--- src/rtl/alu_control_unit.sv ---
// Multi-cycle FETCH/DECODE/EXECUTE controller wrapped around a combinational ALU.
// Owns PC, IR, accumulator and the {Z,C,S,O} status register.
module alu_control_unit #(
    parameter int               PC_W     = 8,
    parameter logic [PC_W-1:0]  RESET_PC = '0
) (
    input  logic             clk,
    input  logic             rst,
    output logic [PC_W-1:0]  pmem_addr,
    input  logic [11:0]      pmem_data,
    output logic [3:0]       dmem_addr,
    input  logic [7:0]       dmem_do,
    output logic             dmem_we,
    output logic             alu_e,
    output logic [3:0]       alu_mode,
    output logic [3:0]       alu_cflags,
    output logic [7:0]       alu_op1,
    output logic [7:0]       alu_op2,
    input  logic [3:0]       alu_flags,
    input  logic [7:0]       alu_out,
    output logic [3:0]       status,
    output logic [7:0]       acc,
    output logic [PC_W-1:0]  pc,
    output logic             halted
);

    // state   | meaning
    // FETCH   | pmem_addr = PC, instruction read in flight
    // DECODE  | IR <- pmem_data, PC <- PC+1
    // EXECUTE | perform IR (ALU op, branch, jump, load, nop, halt)
    // HALT    | absorbing until rst
    typedef enum logic [1:0] {
        S_FETCH,
        S_DECODE,
        S_EXECUTE,
        S_HALT
    } state_t;

    state_t          state_q, state_d;
    logic [PC_W-1:0] pc_q, pc_d;
    logic [11:0]     ir_q, ir_d;
    logic [7:0]      acc_q, acc_d;
    logic [3:0]      status_q, status_d;

    logic            is_alu;
    logic            keep_carry;
    logic [PC_W-1:0] br_target;

    assign is_alu     = ~ir_q[11];
    // The ALU leaves carry undriven in modes x010..x110, so the old C survives.
    assign keep_carry = (ir_q[9:7] >= 3'd2) && (ir_q[9:7] <= 3'd6);
    assign br_target  = PC_W'(ir_q[7:0]);

    always_comb begin
        state_d  = state_q;
        pc_d     = pc_q;
        ir_d     = ir_q;
        acc_d    = acc_q;
        status_d = status_q;
        alu_e    = 1'b0;
        dmem_we  = 1'b0;
        case (state_q)
            S_FETCH: begin
                state_d = S_DECODE;
            end
            S_DECODE: begin
                ir_d    = pmem_data;
                pc_d    = pc_q + 1'b1;
                state_d = S_EXECUTE;
            end
            S_EXECUTE: begin
                state_d = S_FETCH;
                if (is_alu) begin
                    alu_e = 1'b1;
                    if (ir_q[6]) begin
                        dmem_we = ~rst;
                    end else begin
                        acc_d = alu_out;
                    end
                    status_d = alu_flags;
                    if (keep_carry) begin
                        status_d[2] = status_q[2];
                    end
                end else if (!ir_q[10]) begin
                    // 3 - sel on a 2-bit field is its bitwise inverse
                    if (status_q[~ir_q[9:8]]) begin
                        pc_d = br_target;
                    end
                end else begin
                    case (ir_q[9:8])
                        2'b00:   pc_d    = br_target;
                        2'b01:   acc_d   = ir_q[7:0];
                        2'b10:   ;
                        default: state_d = S_HALT;
                    endcase
                end
            end
            default: begin
                state_d = S_HALT;
            end
        endcase
    end

    always_ff @(posedge clk) begin
        if (rst) begin
            state_q  <= S_FETCH;
            pc_q     <= RESET_PC;
            ir_q     <= '0;
            acc_q    <= '0;
            status_q <= '0;
        end else begin
            state_q  <= state_d;
            pc_q     <= pc_d;
            ir_q     <= ir_d;
            acc_q    <= acc_d;
            status_q <= status_d;
        end
    end

    assign pmem_addr  = pc_q;
    assign dmem_addr  = ir_q[3:0];
    assign alu_mode   = ir_q[10:7];
    assign alu_cflags = status_q;
    assign alu_op1    = acc_q;
    assign alu_op2    = dmem_do;
    assign status     = status_q;
    assign acc        = acc_q;
    assign pc         = pc_q;
    assign halted     = (state_q == S_HALT);

endmodule
--- config.mk ---
export PLATFORM = sky130hd
export DESIGN_NAME = alu_control_unit
export DESIGN_NICKNAME = d
export VERILOG_FILES = /design/src/rtl/alu_control_unit.sv
export SDC_FILE = /design/constraint.sdc
export NUM_CORES = 1
export LEC_CHECK = 0
export ABC_CLOCK_PERIOD_IN_PS = 1400
export CELL_PAD_IN_SITES_DETAIL_PLACEMENT = 1
export CELL_PAD_IN_SITES_GLOBAL_PLACEMENT = 2
export CORE_MARGIN = 1.5
export CORE_UTILIZATION = 20
export DETAILED_ROUTE_END_ITERATION = 10
export PLACE_DENSITY_LB_ADDON = 0.1
export REMOVE_ABC_BUFFERS = 1
export SKIP_LAST_GASP = 1
export SYNTH_ARGS = -nofsm -noshare
export SYNTH_HDL_FRONTEND = slang
export SYNTH_SLANG_ARGS = --single-unit
--- constraint.sdc ---
create_clock -name clk -period 1.4 [get_ports clk]
set_input_delay 0.28 -clock clk [delete_from_list [all_inputs] [get_ports clk]]
set_output_delay 0.28 -clock clk [all_outputs]
set_load 0.03 [all_outputs]
==> results of run 1 <==
## per-stage QoR
step | setup slack (ns) | instance area (sq um) | power (W) | hold WS, ns
finish | -0.0567 | 3130 | 0.00289 | 0.495
global route | -0.117 | 3130 | 0.00303 | 0.518
CTS | -0.205 | 3020 | 0.00289 | 0.503
detailed placement | -0.108 | 2790 | 0.00191 | 0.491
global placement | -0.0502 | 2790 | 0.00191 | 0.486
floorplan | -0.603 | 1590 | 0.00146 | 0.349
## state kept, by name, indices dropped and copies added (netlist names)
name        count
ir_q           12
alu_cflags      4
pc              8
acc             8
state_q         2
## power by group through the flow
stage               Combinational, W  Sequential, W  Clock [W]
finish                      0.000854        0.00108   0.000951
global route                0.000923        0.00109    0.00102
CTS                         0.000830        0.00108   0.000981
detailed placement          0.000807        0.00110          0
global placement            0.000806        0.00110          0
floorplan                   0.000199        0.00126          0
## critical path, cell delays in order (launching register included)
cell and delay [ns]:
dfxtp_4 0.35, buf_6 0.12, nor2_4 0.12, and3_4 0.18, buf_6 0.12
## layout make-up
| cell class | instances | share of cell area (%) |
|---|---|---|
| Clock inverter | 1 | 0.959 |
| Sequential cell | 34 | 22.2 |
| Clock buffer | 6 | 2.64 |
| Inverter | 4 | 0.479 |
| Timing Repair Buffer | 123 | 36.2 |
| Tap cell | 129 | 5.15 |
| Multi-Input combinational cell | 146 | 32.3 |
## timing repair
item / CTS / global route
pin swaps: 8 / 11
cloned: 0 / 1
setup endpoints to repair: 36 / 21
setup buffers: 10 / 1
gates resized for setup: 45 / 20
## cells in the mapped netlist (all sizes together), types with 2 or more instances
master | n | share of area [%]
clkbuf | 5 | 1.0
buf | 45 | 17
nor2 | 13 | 2.9
o2111ai | 3 | 1.4
a21oi | 26 | 7.9
o31ai | 4 | 2.6
nand3 | 6 | 1.6
nand2b | 2 | 0.65
mux2i | 9 | 4.7
and3 | 2 | 0.65
nor3 | 4 | 1.0
nor2b | 2 | 0.65
o21ai | 5 | 1.5
nand4 | 3 | 0.97
nand2 | 36 | 7.0
a211oi | 9 | 3.5
inv | 4 | 0.77
a31oi | 2 | 0.65
or2 | 2 | 0.78
dfxtp | 34 | 35
## final timing paths
path | startpoint | end | slack (ns) | depth (start not counted)
worst max-delay path | ir_q[11] | dmem_we | -0.06 | 4
worst min-delay path | ir_q[4] | ir_q[4] | 0.49 | 2
worst max register to register | ir_q[11] | acc[4] | -0.03 | 6
worst min register to register | ir_q[4] | ir_q[4] | 0.49 | 2
## logic make-up after synthesis
kind of cell    after synthesis  share of synthesized area, %
simple gates                 77                          19.1
mux                           9                          4.65
buf+inv                      54                          18.7
fa+ha+maj                     1                         0.646
xor+xnor                      1                         0.452
compound gates               58                          21.4
flops                        34                          35.1
## layer usage
layer	vias to the layer above	wire [um]
met4	0	44
met5	-	0
li1	938	-
met2	52	3420
met1	928	3150
met3	5	347
==> impl_results.md, run 1 <==
* Number of global-route vias before repair at 1955
* Non-Filler Instances at 443
* Clk root buf: clkbuf_8
* Worst EP arrival at 1.18 ns
* Hold WC Path Type: reg -> reg
* Pin count of the biggest net entering global routing at 17
* Chip height at 101 um
* Full die area at 0.0103 sq mm
* Maximum vdd drop at 0.000347 V
* EDFF count, synth at 0
* Utilization after layout at 33.6%
* Met2 GRT Util at 22.7%
* P_int at 0.00199 W
* Hold_buf cts at 0
* I/O pin total at 93
* Row cnt at 35
* Multi-input logic area at 0.00101 sq mm
* Final hold violations at 0
* Primary FF master, synth: dfxtp_1
* Syn Inst Count at 234
* Seq cells post-synth at 34
* DP HPWL at 5210 um
* Routed Antenna Nets at 0
* Setup CP Type: reg -> out
* GRT met1 Usage at 17.8%
* Sequential element share of the synthesized area at 35.1%
* First-pass iteration count of the detailed router at 4
* Area delta synth->final at 61.7%
* Syn. warnings at 0
* Startpoint Class: register
* Sequential power share at 37.4%
* F_max at 0.686 GHz
* Total GRT Usage at 13.6%
* Die width at 101 um
* Mean Syn Cell Area at 8.28 sq um
* Combinational fraction of design power at 29.6%
* Share of cells above drive strength 1 at 38.9%
* Htree depth at 2
* Max Slew Vio Count at 0
* Critical Path RT at 1.12 ns
* Mapped cell area at 0.00194 sq mm
* Total CTS buffers at 5
* Lkg Pwr at 1.30 nW
* Period minus WS final at 1.46 ns
* Commonest non-fill, non-tap cell in the layout: buf_4
* Sw frac at 31.0%
* CTS sink count at 34
* Power Density at 921 mW/mm^2
* FFs w/ async S/R, synth at 0%
* Endpoints failing setup at 5
* Max Root-Sink Buffers at 2
* Max-cap check violation count at 0
* FILL cells at 1092
* Failing checks: setup timing
* Run status: finished, violations left
* First-pass GRT wire length at 10700 um
* Insertion delay to the later sink of the worst-skew pair at 0.29 ns
* Share of power burned in the clock network at 32.9%
* RSZ-0062 raised after global routing: yes
* Gpl congestion at 0.697
* Initial antenna violation count at 0
* Slew @ Worst Pin at 0.321 ns
* Nets@finish at 349
* Worst Clk Skew at 0.00624 ns
* Crit path max fanout at 2
* Most frequent cells in the layout: 63 x buf_4, 36 x nand2_1, 28 x dfxtp_1, 25 x clkdlybuf4s50_1, 21 x a21oi_1
* Placed Cells at 426
* Critical Path Sink Type: primary output
* Initial core utilization at 20.8%
* Final Worst Setup Slack at -0.0567 ns
* Residual DRC at 0
* Routing usage on met3 at 3.31%
* Vias per inst at 4.34
* Register Area at 696 sq um
* Avg WL per Cell at 15.7 um
* DRT Wirelength at 6970 um
* Slew HR at 78.4%
* Initial drt markers at 61
* I/O Buffers at 76
* Switching power at 0.000894 W
* Total gr overflow at 0
* # diodes at 0
* CTS tree: yes
* Grt peak-use layer: met2
* Synth unique cells at 46
* CTS clk-pin slew, worst paths at 0.07 ns
* Core area at 0.00933 sq mm
* Fin crit share at 104%
* Total Neg Setup Slack at -0.121 ns
* Via count at 1923
Note: power is estimated with default switching activity, not from simulation.
==> inputs of run 2 (changes only) <==
CTS_CLUSTER_DIAMETER = 50   (was default)
==> results of run 2 <==
Same layout as run 1: the final DEF is identical, and so are final timing and power.
==> inputs of run 3 (changes only) <==
CORE_MARGIN = default   (was 1.5)
HOLD_SLACK_MARGIN = 0.02   (was default)
==> impl_results.md, run 3 (same netlist as run 1, synthesis figures left out) <==
* Total Neg Setup Slack at -0.188 ns (-0.0672 ns)
* Lkg Pwr at 1.28 nW (-1.6%)
* I/O pin total at 93 (unchanged)
* Most flop-heavy register: ir_q
* Slew @ Worst Pin at 0.338 ns (+0.0176 ns)
* Total gr overflow at 0 (unchanged)
* Total GRT Usage at 13.5% (-0.061 points)
* Hold WC Path Type: reg -> reg
* Area delta synth->final at 62.5%
* Period minus WS final at 1.48 ns (+0.0232 ns)
* Max Root-Sink Buffers at 2 (unchanged)
* I/O Buffers at 76 (unchanged)
* Slew HR at 77.2% (-1.2 points)
* Htree depth at 2 (unchanged)
* Fin Hold WS at 0.506 ns (+0.0109 ns)
* Placed Cells at 430 (+0.94%)
* Worst Clk Skew at 0.0155 ns (+0.00921 ns)
* First-pass iteration count of the detailed router at 4 (unchanged)
* FILL cells at 1122 (+2.7%)
* Placed Area at 0.00278 sq mm (-0.45%)
* Gpl congestion at 0.700 (+0.45%)
* Nets@finish at 353 (+1.1%)
* CTS sink count at 34 (unchanged)
* Final hold violations at 0 (unchanged)
* F_max at 0.676 GHz (-1.6%)
* Commonest non-fill, non-tap cell in the layout: buf_4
* RSZ-0062 raised after global routing: yes
* DRT Wirelength at 6870 um (-1.4%)
* Startpoint Class: register
* CTS tree: yes
* Initial core utilization at 20.8% (unchanged)
* Via count at 1935 (+0.62%)
* Final Worst Setup Slack at -0.0799 ns (-0.0232 ns)
* Fin crit share at 106% (+1.7 points)
* Maximum vdd drop at 0.000508 V (+46%)
* Setup CP Type: reg -> out
* First-pass GRT wire length at 10300 um (-3.6%)
* Chip height at 100 um (-0.99%)
* Critical Path Sink Type: primary output
* Residual DRC at 0 (unchanged)
* Row cnt at 35 (unchanged)
* Number of flip-flops in the largest register at 12 (unchanged)
* Critical Path RT at 1.12 ns (about the same)
* Share of cells above drive strength 1 at 41.4% (+2.5 points)
* Total CTS buffers at 5 (unchanged)
* Core area at 0.00933 sq mm (unchanged)
* Full die area at 0.0101 sq mm (-2.0%)
* Run status: finished, violations left
* Pwr Total at 0.00275 W (-4.8%)
* CTS clk-pin slew, worst paths at 0.08 ns (about the same)
* Hold_buf cts at 0 (unchanged)
* Failing checks: setup timing
* Initial drt markers at 46 (-25%)
* Max-cap check violation count at 0 (unchanged)
* Initial antenna violation count at 0 (unchanged)
* Power Density at 873 mW/mm^2 (-5.3%)
* Clk root buf: clkbuf_8
* Pin count of the biggest net entering global routing at 17 (unchanged)
* Die width at 100 um (-0.99%)
* # diodes at 0 (unchanged)
* Routed Antenna Nets at 0 (unchanged)
* Max Slew Vio Count at 0 (unchanged)
* DP HPWL at 5070 um (-2.8%)
* Insertion delay to the later sink of the worst-skew pair at 0.29 ns (about the same)
* Most frequent cells in the layout: 68 x buf_4, 36 x nand2_1, 28 x dfxtp_1, 25 x clkdlybuf4s50_1, 23 x a21oi_1
* Non-Filler Instances at 448 (+1.1%)
* Crit path max fanout at 2 (unchanged)
* Vias per inst at 4.32 (-0.50%)
* Worst EP arrival at 1.20 ns (+0.02 ns)
* Avg WL per Cell at 15.3 um (-2.5%)
* Number of global-route vias before repair at 1923 (-1.6%)
* Fin area at 0.00315 sq mm (+0.48%)
* Endpoints failing setup at 6 (+1)
-- run 3: changes by cell type in the layout (fill, tap and decap cells not counted), sizes merged --
cell and delta:
dlymetal6s2s -1, clkdlybuf4s15 -2, clkinvlp +1, bufinv -1, buf +6, clkinv +1, dlygate4sd2 -1, clkbuf +2
-- run 3: final timing paths --
path,startpoint,endpoint,slack [ns],depth (start not counted)
worst max register to register,ir_q[9],pc[6],-0.04,5
worst min-delay path,ir_q[4],ir_q[4],0.51,2
worst min register to register,ir_q[4],ir_q[4],0.51,2
worst max-delay path,ir_q[11],dmem_we,-0.08,4
-- run 3: timing repair --
action / in CTS / in global routing
resized for setup: 42 / 33
hold endpoints to repair: 0 / 0
endpoints found under the setup margin: 30 / 24
buffers inserted: 8 / 3
gates cloned: 0 / 1
pin swaps: 13 / 16
-- run 3: per-layer routing --
layer	vias up	GRT usage (%)	part of all wire, %
met1	928	17.4	47
met2	51	22.3	48
met3	4	3.41	4.3
met4	0	3.68	0.89
li1	952	-	-
met5	-	0	0
-- run 3: area by class of cell --
cell class,count,area (sq um),area share (%)
clock buffer,6,82.6,2.62
clock inverter,2,12.5,0.398
inverter,4,15.0,0.477
multi-input combinational,146,1050,33.5
sequential,34,696,22.1
tap,129,161,5.13
timing repair buffer,127,1130,35.8
-- run 3: where the power goes --
part	internal (W)	switching [W]	total, W
Sequential	0.00103	0.0000569	0.00108
Clock	0.000396	0.000405	0.000801
Combinational	0.000399	0.000464	0.000863
Total	0.00182	0.000926	0.00275
-- run 3: per-stage QoR --
step | util (%) | setup WS, ns
2_1_floorplan | - | -0.603
3_3_place_gp | 29.8 | -0.0502
3_5_place_dp | 29.8 | -0.136
4_1_cts | 31.9 | -0.0827
5_1_grt | 33.7 | -0.121
6_report | 33.7 | -0.0799
-- run 3: worst max-delay path, cell delays in order, from the launching register on --
cell and delay [ns]:
dfxtp_4 0.36, buf_6 0.12, nor2_4 0.11, and3_4 0.19, buf_6 0.12
